--- src/rtl/array_lookup_pkg.sv ---
// Shared types for the array lookup arbiter: requester index width and the
// {valid, requester} tag that travels alongside each lookup.
package array_lookup_pkg;

  localparam int unsigned MAX_REQ = 16;

  function automatic int unsigned idx_width(input int unsigned n);
    return (n > 1) ? $clog2(n) : 1;
  endfunction

  // Tags are sized for the largest supported requester count.
  localparam int unsigned IDX_WIDTH = idx_width(MAX_REQ);

  typedef logic [IDX_WIDTH-1:0] req_idx_t;

  typedef struct packed {
    logic     valid;
    req_idx_t idx;
  } tag_t;

endpackage

--- src/rtl/array_lookup_arb_rr_arbiter.sv ---
// Combinational round-robin arbiter: first asserted request at or after i_ptr wins.
module rr_arbiter
  import array_lookup_pkg::*;
#(
  parameter int unsigned N  = 4,
  parameter int unsigned IW = idx_width(N)
) (
  input  logic [N-1:0]  i_req,
  input  logic [IW-1:0] i_ptr,
  output logic [N-1:0]  o_gnt_c,
  output logic [IW-1:0] o_gnt_idx_c
);

  int unsigned w_pos;
  logic        w_found;

  // Walk ptr, ptr+1, ... modulo N and keep only the first hit.
  always_comb begin
    o_gnt_c     = '0;
    o_gnt_idx_c = '0;
    w_found     = 1'b0;
    w_pos       = '0;
    for (int unsigned k = 0; k < N; k++) begin
      w_pos = 32'(i_ptr) + k;
      if (w_pos >= N) w_pos = w_pos - N;
      if (!w_found && i_req[IW'(w_pos)]) begin
        w_found              = 1'b1;
        o_gnt_c[IW'(w_pos)]  = 1'b1;
        o_gnt_idx_c          = IW'(w_pos);
      end
    end
  end

endmodule

--- src/rtl/array_lookup_arb.sv ---
// Shares one synchronous-read lookup table among N_REQ requesters with
// round-robin grants and in-order, one-hot routed responses.
module array_lookup_arb
  import array_lookup_pkg::*;
#(
  parameter int unsigned N_REQ          = 4,
  parameter int unsigned ADDR_WIDTH     = 2,
  parameter int unsigned DATA_WIDTH     = 25,
  parameter int unsigned LOOKUP_LATENCY = 1
) (
  input  logic                        clk,
  input  logic                        rst,
  input  logic [N_REQ-1:0]            i_req_valid,
  input  logic [N_REQ*ADDR_WIDTH-1:0] i_req_addr,
  output logic [N_REQ-1:0]            o_req_ready_c,
  output logic [N_REQ-1:0]            o_rsp_valid,
  output logic [DATA_WIDTH-1:0]       o_rsp_data_c,
  output logic                        o_arr_en,
  output logic [ADDR_WIDTH-1:0]       o_arr_addr,
  input  logic [DATA_WIDTH-1:0]       i_arr_data,
  output logic                        o_busy
);

  localparam int unsigned SEL_W = idx_width(N_REQ);

  logic [SEL_W-1:0]      r_ptr;
  tag_t                  r_tag [LOOKUP_LATENCY];
  logic                  r_arr_en;
  logic [ADDR_WIDTH-1:0] r_arr_addr;
  logic [N_REQ-1:0]      r_rsp_valid;
  logic                  r_busy;

  logic [N_REQ-1:0]      w_gnt;
  logic [SEL_W-1:0]      w_gnt_idx;
  logic                  w_hs;
  logic [ADDR_WIDTH-1:0] w_sel_addr;
  tag_t                  w_tag_nxt [LOOKUP_LATENCY];
  logic [N_REQ-1:0]      w_rsp_nxt;
  logic                  w_busy_nxt;

  rr_arbiter #(
    .N  (N_REQ),
    .IW (SEL_W)
  ) u_rr_arbiter (
    .i_req       (i_req_valid),
    .i_ptr       (r_ptr),
    .o_gnt_c     (w_gnt),
    .o_gnt_idx_c (w_gnt_idx)
  );

  assign o_req_ready_c = rst ? '0 : w_gnt;
  assign w_hs          = |o_req_ready_c;

  always_comb begin
    w_sel_addr = '0;
    for (int unsigned i = 0; i < N_REQ; i++) begin
      if (o_req_ready_c[i]) w_sel_addr = i_req_addr[i*ADDR_WIDTH +: ADDR_WIDTH];
    end
  end

  // The registered one-hot r_rsp_valid acts as the final tag stage.
  always_comb begin
    w_tag_nxt[0] = '{valid: w_hs, idx: req_idx_t'(w_gnt_idx)};
    for (int unsigned k = 1; k < LOOKUP_LATENCY; k++) begin
      w_tag_nxt[k] = r_tag[k-1];
    end
    w_rsp_nxt = '0;
    if (r_tag[LOOKUP_LATENCY-1].valid) begin
      w_rsp_nxt[SEL_W'(r_tag[LOOKUP_LATENCY-1].idx)] = 1'b1;
    end
    w_busy_nxt = |w_rsp_nxt;
    for (int unsigned k = 0; k < LOOKUP_LATENCY; k++) begin
      w_busy_nxt = w_busy_nxt | w_tag_nxt[k].valid;
    end
  end

  always_ff @(posedge clk) begin
    if (rst) begin
      r_ptr       <= '0;
      r_arr_en    <= 1'b0;
      r_arr_addr  <= '0;
      r_rsp_valid <= '0;
      r_busy      <= 1'b0;
      for (int unsigned k = 0; k < LOOKUP_LATENCY; k++) r_tag[k] <= '0;
    end else begin
      r_arr_en    <= w_hs;
      r_rsp_valid <= w_rsp_nxt;
      r_busy      <= w_busy_nxt;
      for (int unsigned k = 0; k < LOOKUP_LATENCY; k++) r_tag[k] <= w_tag_nxt[k];
      if (w_hs) begin
        r_arr_addr <= w_sel_addr;
        r_ptr      <= (32'(w_gnt_idx) == N_REQ - 1) ? '0 : SEL_W'(w_gnt_idx + 1'b1);
      end
    end
  end

  // A lookup issued just before reset must not surface while reset is held.
  assign o_arr_en     = r_arr_en & ~rst;
  assign o_arr_addr   = r_arr_addr;
  assign o_rsp_valid  = rst ? '0 : r_rsp_valid;
  assign o_busy       = r_busy & ~rst;
  assign o_rsp_data_c = i_arr_data;

endmodule

--- config.mk ---
export PLATFORM = sky130hd
export DESIGN_NAME = array_lookup_arb
export DESIGN_NICKNAME = d
export VERILOG_FILES = /design/src/rtl/array_lookup_pkg.sv /design/src/rtl/array_lookup_arb_rr_arbiter.sv /design/src/rtl/array_lookup_arb.sv
export SDC_FILE = /design/constraint.sdc
export NUM_CORES = 1
export LEC_CHECK = 0
export ABC_CLOCK_PERIOD_IN_PS = 4500
export CAP_MARGIN = 20
export CORE_AREA = 2 2 60 62
export DETAILED_ROUTE_END_ITERATION = 7
export DIE_AREA = 0 0 62 64
export HOLD_SLACK_MARGIN = 0.08
export PLACE_DENSITY = 0.91
export SYNTH_ARGS = -nofsm -noshare
export SYNTH_HDL_FRONTEND = slang
export SYNTH_SLANG_ARGS = --single-unit
--- constraint.sdc ---
create_clock -name clk -period 4.5 [get_ports clk]
set_clock_uncertainty 0.05 [all_clocks]
set_input_delay 0.45 -clock clk [delete_from_list [all_inputs] [get_ports clk]]
set_output_delay 0.45 -clock clk [all_outputs]
set_load 0.005 [all_outputs]
==> reports/results.md <==
### Outcome
* outcome: complete, no violations

### CTS
* hold-fix buffer count after cts: 0
* cell at the root of the clock tree: clkbuf_4
* clock tree from TritonCTS: built
* clock transition at the registers of the reported paths: 70 ps
* count of instances resized after the clock tree is built: 0
* H-tree lvl count: 1
* clock tree sinks: 12
* number of buffers inserted during clock tree synthesis: 3
* clock latency on the worst-skew pair: 270 ps
* number of buffers on the longest clock path: 2
* number of setup buffers added after CTS: 0

### Logic synthesis
* post-synthesis cell count: 155
* share of synthesized registers carrying an async set or reset: 0
* cell taking the most area after synthesis: dfxtp_1
* synthesis-stage register bit count: 12
* leading post-synthesis cells by cell area: dfxtp_1, buf_4, ha_1, mux4_2, nor2b_1
* syn avg cell area: 8.30 um2
* area fraction of the dominant cell type after synthesis: 0.187
* number of warnings printed during yosys synthesis: 0
* number of enable flip-flop cells after synthesis: 0
* Cell variety after synth: 44
* most frequently used flop master after synthesis: dfxtp_1
* share of the yosys chip area belonging to registers: 0.187
* Mapped Area: 1290 um2
* Net Count, Synth: 201

### Worst setup path
* launch instance of the worst register-to-register path: r_ptr[1]
* Setup CP Type: flop to primary output
* CP Data Required Time: 4000 ps
* Worst Reg2Reg Path Length in Cells: 9
* critical path launch point type: flop
* CP endpoint: o_req_ready_c[3]
* startpoint of the most critical setup path: r_ptr[1]
* largest fanout on the critical path: 13
* data arrival time at the worst-slack endpoint: 3430 ps
* reg-to-reg critical path endpoint: r_ptr[1]
* CP Capture Type: primary output
* FF-to-FF setup slack: 940 ps

### Route
* detailed-routed wire length on met2: 1140 um
* number of violations reported at the end of detailed-routing iteration 0: 60
* DRC violations left: 0
* top metal layer carrying routed signals: met4
* Routed WL: 2300 um
* met1 layer wirelength in the final routing: 979 um
* antenna viol nets, final: 0
* met3 layer wire length in the routed design: 143 um
* via count: 1,024
* TritonRoute pass-1 iters: 4
* Via-to-Cell Ratio: 5.20
* post-detailed-route wirelength per cell: 11.7 um

### Floorplan
* placeable core region: 3280 um2
* Die Ht: 64 um
* boundary pin count: 76
* Die Footprint: 3970 um2
* effective utilization at floorplan: 0.392
* row count: 21
* Horiz. Die Dim: 62 um

### STA
* unrepaired setup endpoints after global routing: no
* highest attainable clock frequency: 255 MHz
* actual transition at the worst max-transition pin: 682 ps
* worst slew margin relative to its limit: 0.544
* post-layout min period: 3930 ps
* Setup-failing EPs final: 0
* final count of hold timing violations: 0
* setup TNS: 0 ps
* max-slew violations: 0
* post-route clock period utilization: 0.873

### Placed design
* sum of net half-perimeters after detailed placement: 1770 um
* placed cell count: 193
* count of port buffers added during placement: 25
* routability congestion estimate: 0.925

### Cells and area
* number of nets in the finished design: 198
* n_diodes: 0
* Finished Core Util: 0.422
* fraction of layout instances using a drive strength above 1: 0.106
* final std cells w/o fill: 197
* Area Growth Syn to Fin: 7.88%

### GRT
* total routing usage reported by global routing: 0.122
* maximum number of pins on one net before global-route repair: 21
* first-pass GRT wire length: 3810 um
* gr ovfl total: 0
* via count of the first global-routing pass: 904
* antenna violations before repair: 0

### Hold path
* classification of the worst-slack hold path: flop to flop
* Worst Hold Depth: 1

### Pwr
* largest voltage drop on the vdd net: 0.159 mV
* total power divided by cell area: 583 nW/um2
* clock network power share: 0.102
* final total power: 809 uW
* Int Power: 472 uW
* Reg power frac: 0.210
* switching share of total power: 0.416
* static leakage: 0.000537 uW
* switching component of the power: 336 uW
* Gate power share: 0.688

### Flow run
* number of max-capacitance violations reported: 0

[layout make-up]
class | instances | area, um2
fillers | 330 | 1900
multi-input cells | 98 | 754
repair buffers | 26 | 258
flip-flops and latches | 12 | 240
well taps | 46 | 57.6
inverters | 11 | 41.3
clock buffers | 4 | 36.3
[per-layer routing]
| layer | track usage | vias to the layer above |
|---|---|---|
| met2 | 0.204 | 33 |
| met4 | 0.0638 | 0 |
| met3 | 0.0243 | 4 |
| li1 | - | 513 |
| met5 | 0 | - |
| met1 | 0.140 | 474 |
[worst min path at each step]
stage,to,start
finish,r_rsp_valid[1],r_tag[0][1]
global route,r_rsp_valid[1],r_tag[0][1]
CTS,r_rsp_valid[1],r_tag[0][1]
detailed placement,r_rsp_valid[1],r_tag[0][1]
global placement,r_rsp_valid[1],r_tag[0][1]
floorplan,r_rsp_valid[1],r_tag[0][1]
[stage by stage]
step	hold WS, ps	setup slack, ps	instance area, um2
2_1_floorplan	367	1420	1290
3_3_place_gp	386	1040	1350
3_5_place_dp	386	904	1350
4_1_cts	401	608	1390
5_1_grt	428	318	1390
6_report	403	573	1390
[power by group through the flow]
stage | clock (uW) | sequential (uW) | combinational (uW)
after floorplan | 0 | 174 | 446
after global placement | 0 | 171 | 547
after detailed placement | 0 | 172 | 558
after CTS | 84.2 | 170 | 561
after global routing | 90.9 | 176 | 622
final | 82.4 | 170 | 556
[registers in the layout, indices dropped and copies added, names as in the netlist, named ones only]
name	cells
r_ptr	1
r_busy	1
r_rsp_valid	4
r_tag	2
o_arr_addr	2
r_arr_en	1
[cells by family after synthesis]
group / synth area share
xor+xnor: 0.00681
mux: 0.0895
compound gates: 0.170
flops: 0.187
simple gates: 0.252
buf+inv: 0.227
fa+ha+maj: 0.0681
[critical path: stages (launching register included)]
cell and delay (ps):
dfxtp_1 510, inv_1 200, ha_1 550, mux4_2 610
nor3_1 420, a221oi_1 200, inv_1 150, clkdlybuf4s50_1 510
[cells in the final DEF, fill, tap and decap left out, types with 4 or more instances in the layout]
cell type,instances
and3_1,4
nand2_1,6
nand2b_1,7
dfxtp_1,12
clkdlybuf4s50_1,25
inv_1,9
nor2b_1,8
or3b_1,4
nor3b_1,5
a21oi_1,6
ha_1,7
nor2_1,8
[cell usage after synthesis (2+ instances only)]
cell and instances:
a21oi_1 6, a221o_2 2, a221oi_1 3, a22oi_1 2, a311oi_1 2, a31oi_1 2, and3_1 4, and3b_1 3
buf_2 5, buf_4 25, buf_6 3, dfxtp_1 12, ha_1 7, inv_1 9, mux4_2 3, nand2_1 6
nand2b_1 7, nand3b_1 2, nor2_1 8, nor2b_1 8, nor3_1 3, nor3b_1 5, o21ai_0 2, o21ai_1 3
or3b_1 4
No activity file was read; power rests on OpenSTA's default activity.
